===== config.mk =====
export PLATFORM = sky130hd
export DESIGN_NAME = life_ctrl_4x4
export DESIGN_NICKNAME = d
export VERILOG_FILES = /design/src/rtl/life_ctrl_4x4.sv
export SDC_FILE = /design/constraint.sdc
export NUM_CORES = 1
export LEC_CHECK = 0
export BUFFER_PORTS_ARGS = -buffer_cell sky130_fd_sc_hd__buf_2
export CAP_MARGIN = 20
export CORE_MARGIN = 1
export CORE_UTILIZATION = 45
export CTS_BUF_LIST = sky130_fd_sc_hd__clkbuf_8
export DETAILED_ROUTE_END_ITERATION = 7
export GPL_ROUTABILITY_DRIVEN = 0
export PLACE_DENSITY = 0.76
export SYNTH_ARGS = -nofsm -noshare
export SYNTH_HDL_FRONTEND = slang
export SYNTH_SLANG_ARGS = --single-unit

===== constraint.sdc =====
create_clock -name clk -period 3.8 [get_ports clk]
set_input_delay 0.76 -clock clk [delete_from_list [all_inputs] [get_ports clk]]
set_output_delay 0.76 -clock clk [all_outputs]
set_load 0.02 [all_outputs]

===== src/rtl/life_ctrl_4x4.sv =====
// life_ctrl_4x4: seeds a 4x4 life array one cell per cycle, then steps it at a fixed period
// until still-life, extinction, a generation limit or stop. `LIFE_CTRL_OSC_EN adds period-2 detection.
`timescale 1ns/1ps
module life_ctrl_4x4 #(
  parameter int TICK_DIV = 4,
  parameter int GEN_W    = 16
) (
  input  logic             clk,
  input  logic             reset,
  input  logic [15:0]      load_pattern,
  input  logic             load_req,
  output logic             load_ack,
  input  logic             start,
  input  logic             stop,
  input  logic [GEN_W-1:0] max_gens,
  input  logic [15:0]      alive,
  output logic [1:0]       row,
  output logic [1:0]       col,
  output logic             val,
  output logic             write_enb,
  output logic             run,
  output logic             busy,
  output logic [GEN_W-1:0] gen_count,
  output logic             done,
  output logic             stable,
  output logic             extinct,
  output logic             osc
);
  localparam int                WAIT_W    = $clog2(TICK_DIV);
  localparam logic [WAIT_W-1:0] WAIT_LAST = WAIT_W'(TICK_DIV - 3);

  typedef enum logic [2:0] {
    S_IDLE, S_LOAD, S_RUN_WAIT, S_RUN_STEP, S_CHECK, S_DONE
  } state_t;

  state_t            r_state, w_state_nxt;
  logic [15:0]       r_pattern, r_prev;
  logic [3:0]        r_idx;
  logic [WAIT_W-1:0] r_wait;
  logic [GEN_W-1:0]  r_gen;
  logic              r_busy, r_done, r_stable, r_extinct;
  logic              w_idle_like, w_accept, w_start, w_stop;
  logic              w_set_stable, w_set_extinct;

  assign w_idle_like = (r_state == S_IDLE) || (r_state == S_DONE);
  assign w_accept    = !reset && load_req && w_idle_like;
  // load_req has priority over a simultaneous start
  assign w_start     = start && !load_req && w_idle_like;
  assign w_stop      = stop && (r_state inside {S_RUN_WAIT, S_RUN_STEP, S_CHECK});

`ifdef LIFE_CTRL_OSC_EN
  logic [15:0] r_prev2;
  logic        r_osc, w_set_osc, w_osc_hit;
  assign w_osc_hit = (r_gen >= GEN_W'(2)) && (alive == r_prev2);
  assign osc       = r_osc;
`else
  assign osc = 1'b0;
`endif

  always_comb begin
    // NOTE: every signal written here gets a default first, otherwise a latch is inferred.
    w_state_nxt   = r_state;
    w_set_stable  = 1'b0;
    w_set_extinct = 1'b0;
`ifdef LIFE_CTRL_OSC_EN
    w_set_osc     = 1'b0;
`endif
    case (r_state)
      S_IDLE, S_DONE: begin
        if (w_accept)     w_state_nxt = S_LOAD;
        else if (w_start) w_state_nxt = S_RUN_WAIT;
      end
      S_LOAD:     if (r_idx == 4'd15) w_state_nxt = S_IDLE;
      S_RUN_WAIT: begin
        if (w_stop)                  w_state_nxt = S_IDLE;
        else if (r_wait == WAIT_LAST) w_state_nxt = S_RUN_STEP;
      end
      S_RUN_STEP: w_state_nxt = w_stop ? S_IDLE : S_CHECK;
      S_CHECK: begin
        if (w_stop) begin
          w_state_nxt = S_IDLE;
        end else if (alive == 16'h0000) begin
          w_set_extinct = 1'b1;
          w_state_nxt   = S_DONE;
        end else if (alive == r_prev) begin
          w_set_stable = 1'b1;
          w_state_nxt  = S_DONE;
`ifdef LIFE_CTRL_OSC_EN
        end else if (w_osc_hit) begin
          w_set_osc   = 1'b1;
          w_state_nxt = S_DONE;
`endif
        end else if ((max_gens != '0) && (r_gen == max_gens)) begin
          w_state_nxt = S_DONE;
        end else begin
          w_state_nxt = S_RUN_WAIT;
        end
      end
      default: w_state_nxt = S_IDLE;
    endcase
  end

  always_ff @(posedge clk) begin
    // NOTE: state is updated with non-blocking assignments so every register sees pre-edge values.
    if (reset) begin
      r_state   <= S_IDLE;
      r_pattern <= '0;
      r_prev    <= '0;
      r_idx     <= '0;
      r_wait    <= '0;
      r_gen     <= '0;
      r_busy    <= 1'b0;
      r_done    <= 1'b0;
      r_stable  <= 1'b0;
      r_extinct <= 1'b0;
    end else begin
      r_state <= w_state_nxt;
      r_busy  <= !(w_state_nxt inside {S_IDLE, S_DONE});
      r_done  <= (w_state_nxt == S_DONE);
      r_idx   <= (r_state == S_LOAD) ? r_idx + 4'd1 : 4'd0;
      r_wait  <= (r_state == S_RUN_WAIT) ? r_wait + WAIT_W'(1) : '0;
      if (w_accept) begin
        r_pattern <= load_pattern;
        r_gen     <= '0;
      end
      if (w_accept || w_start) begin
        r_stable  <= 1'b0;
        r_extinct <= 1'b0;
      end else begin
        r_stable  <= r_stable  | w_set_stable;
        r_extinct <= r_extinct | w_set_extinct;
      end
      // Snapshot the pre-step generation; the array updates on this same edge
      if (r_state == S_RUN_STEP) begin
        r_prev <= alive;
        if (r_gen != '1) r_gen <= r_gen + GEN_W'(1);
      end
    end
  end

`ifdef LIFE_CTRL_OSC_EN
  always_ff @(posedge clk) begin
    if (reset) begin
      r_prev2 <= '0;
      r_osc   <= 1'b0;
    end else begin
      if (r_state == S_RUN_STEP) r_prev2 <= r_prev;
      if (w_accept || w_start) r_osc <= 1'b0;
      else                     r_osc <= r_osc | w_set_osc;
    end
  end
`endif

  assign load_ack  = w_accept;
  assign write_enb = (r_state == S_LOAD);
  assign col       = write_enb ? r_idx[3:2] : 2'b00;
  assign row       = write_enb ? r_idx[1:0] : 2'b00;
  assign val       = write_enb & r_pattern[r_idx];
  assign run       = (r_state == S_RUN_STEP);
  assign busy      = r_busy;
  assign gen_count = r_gen;
  assign done      = r_done;
  assign stable    = r_stable;
  assign extinct   = r_extinct;

endmodule


==> out/qor.log <==
INFO  critical_path  crit_path_start_kind=flip-flop
INFO  critical_path  critical-path-top-delay-family=multiplexers
INFO  critical_path  critical-path-max-stage-delay=0.55ns
INFO  detailed_routing drc=0
INFO  final_layout   drive_gt1_share=23.2%
INFO  placement      place.detailed.hpwl=5.84mm
INFO  global_routing use_met2=39.6%
INFO  synth          synthesis.instances=387
INFO  synth          synth_edf_count=0
INFO  power          maximum_vdd_drop=0.000259V
INFO  floorplanning  placeableCoreArea=6830µm²
INFO  detailed_routing drtIter0Drc=139
INFO  critical_path  slowest_stage=mux4_2
INFO  timing         timing_worst_slew_pin_value=0.881ns
INFO  min_path       hold_path_class=reg -> reg
INFO  critical_path  crit_required=3.04ns
INFO  global_routing grt_antenna_before_repair=0
INFO  global_routing grt-ovfl-total=0
INFO  synth          ys_seq_area_share=38.2%
INFO  synth          yosysMostFrequentCell=nand2_1
INFO  global_routing vias_in_the_first_global_route=2885
INFO  clock_tree     clock_insertion_delay_worst_skew=0.34ns
INFO  critical_path  setup.worst_path.end_class=output port
INFO  power          powerDensity=372nW/µm²
INFO  floorplanning  floorplan.die_area=7450µm²
INFO  timing         finalSetupViolations=0
INFO  final_layout   nets=513
INFO  final_layout   nFillCells=646
INFO  synth          cell_area_after_technology_mapping=3200µm²
INFO  clock_tree     cts_resized=0
INFO  synth          synth.top_cells.by_area=dfxtp_1 (38%), xor2_1 (11%), nand2_1 (9.4%), a21oi_1 (6.6%), mux4_2 (3.5%)
INFO  timing         finClkSkew=0.00751ns
INFO  global_routing largest_net_degree_at_the_start_of_global_routing=53
INFO  detailed_routing detail_route.first_pass.iterations=4
INFO  detailed_routing via_per_inst=5.52
INFO  synth          synth.top_cell.area_share=38.2%
INFO  detailed_routing via_count=3080
INFO  global_routing global_route_met1_usage=28.0%
INFO  synth          async_reset_ff_share=0%
INFO  clock_tree     cts_tree=done
INFO  clock_tree     numClockSinks=61
INFO  timing         setup_repair_after_global_routing_missed_its_margin=false
INFO  global_routing grtUsageTotal=23.2%
INFO  power          total_leakage_power=1.63nW
INFO  critical_path  path_common_cell=mux4_2
INFO  detailed_routing routed_wire_length_per_instance=14.7µm
INFO  clock_tree     tritoncts.num_buffers=9
INFO  global_routing gr-max-usage-layer=met2
INFO  floorplanning  initial_core_utilization=46.8%
INFO  power          p_total=1.43mW
INFO  synth          synthesized_net_count=443
INFO  floorplanning  io_pins=82
INFO  timing         slew_violations=0
INFO  clock_tree     cts-root-to-sink-buffers=2
INFO  final_layout   seq_area=1220µm²
INFO  final_layout   multi_input_combinational_cell_area=1830µm²
INFO  clock_tree     post_cts_hold_buffer_count=0
INFO  floorplanning  floorplan.die.height=86.3µm
INFO  synth          synthTopCellsByCount=nand2_1 (80), dfxtp_1 (61), a21oi_1 (42)
INFO  clock_tree     cts.htree.levels=3
INFO  timing         min_period=2.97ns
INFO  critical_path  arrival=2.21ns
INFO  synth          most_instantiated_flip_flop_cell_in_the_synthesis_netlist=dfxtp_1
INFO  final_layout   antenna_cells=0
INFO  critical_path  crit_path_cell_trace=mux4_2 > mux4_2 > and2_1 > buf_2
INFO  clock_tree     cts_setup_buffers=0
INFO  global_routing wire_length_of_the_first_global_routing_pass=13.3mm
INFO  final_layout   syn_to_final_growth=20.1%
INFO  timing         max_freq=337MHz
INFO  synth          synth.largest_area_cell=dfxtp_1
INFO  detailed_routing routed_wl=8.20mm
INFO  timing         timing.final.hold_violations=0
INFO  synth          synth_warnings=0
INFO  synth          synthesis.area_per_instance=8.27µm²
INFO  floorplanning  floorplan.rows=30
INFO  critical_path  worstPathMaxFanout=8
INFO  synth          postSynthRegisterBits=61
INFO  clock_tree     clock_tree.root_cell=clkbuf_8
INFO  detailed_routing drt.antenna.violating_nets=0
INFO  clock_tree     clk_pin_slew_worst_paths=0.06ns
INFO  placement      port_buffers=80
INFO  critical_path  bufs_and_invs_on_worst_path=1
INFO  job            maxCapViolations=0
INFO  timing         maxSlewHeadroom=41.1%
INFO  critical_path  worstSetupPathType=reg -> out
INFO  global_routing grtUsageMet3=5.62%
INFO  synth          yosysUniqueCellTypes=50
INFO  floorplanning  die_x=86.3µm
INFO  outcome        status=complete, no violations
INFO  timing         setup_total_negative_slack=0ns
INFO  timing         fin_crit_sh=78.2%
-- cell usage in the layout (no fill, tap or decap), drive strengths merged, types with 3 or more instances in the layout --
master and count:
buf 81, a211oi 3, nand2 80, mux4 5, nand4 12, nor2 15
nand3 13, a21oi 42, clkbuf 11, o2111ai 3, inv 10, and4 5
nor4 18, xnor2 4, nor3 7, dfxtp 61, and3 6, and2 7
ha 3, clkinv 3, o211ai 3, xor2 39
-- metrics by stage --
stage	instance area [µm²]	std cells	setup slack [ns]	utilization (%)	hold slack [ns]
floorplan	3200	387	1.42	-	0.405
global placement	3620	542	1.22	53.0	0.418
detailed placement	3620	542	1.17	53.0	0.428
CTS	3840	558	0.797	56.3	0.457
global route	3840	558	0.724	56.3	0.475
finish	3840	558	0.829	56.3	0.453
-- cells by family after synthesis --
kind of cell	share of synthesized area (%)
AND/OR/NAND/NOR	26.6
AO/OA/AOI/OAI	13.4
buffers and inverters	4.58
XOR/XNOR	11.8
adder cells (fa/ha/maj)	1.17
multiplexers	4.22
other	0.117
flip-flops	38.2
-- layout make-up --
type | count | share of cell area, %
Multi-Input combinational cell | 294 | 47.7
Sequential cell | 61 | 31.8
Timing Repair Buffer | 81 | 10.6
Clock buffer | 11 | 3.94
Tap cell | 96 | 3.12
Clock inverter | 5 | 1.92
Inverter | 10 | 0.977
-- worst register-to-register path, delay by kind of cell, from the launching register on --
family	cells	cell delay (ns)
AO/OA/AOI/OAI	2	0.29
AND/OR/NAND/NOR	3	1.12
flip-flops	1	0.53
buffers and inverters	1	0.48
-- where the power goes --
part / internal [mW] / switching [mW] / total (mW)
Clock: 0.400 / 0.247 / 0.648
Sequential: 0.653 / 0.0100 / 0.663
Combinational: 0.0483 / 0.0716 / 0.120
Total: 1.10 / 0.329 / 1.43
-- layer usage --
metal / up-vias / routed length (µm)
li1: 1510 / -
met2: 101 / 4050
met1: 1447 / 3540
met3: 22 / 419
met4: 0 / 199
met5: - / 0
-- path summary, 6_finish.rpt --
kind / start / end / slack (ns) / cells past startpoint
worst max register to register: r_state[0] / gen_count[5] / 1.30 / 6
worst max-delay path: r_idx[0] / val / 0.83 / 4
worst min-delay path: r_wait[0] / r_wait[0] / 0.45 / 1
worst min register to register: r_wait[0] / r_wait[0] / 0.45 / 1
-- state kept, by name, indices dropped and copies added (netlist names) --
name	flops
r_idx	4
gen_count	16
r_state	3
r_pattern	16
stable	1
done	1
extinct	1
r_prev	16
r_wait	2
busy	1
Power figures use the tool's default switching activity.
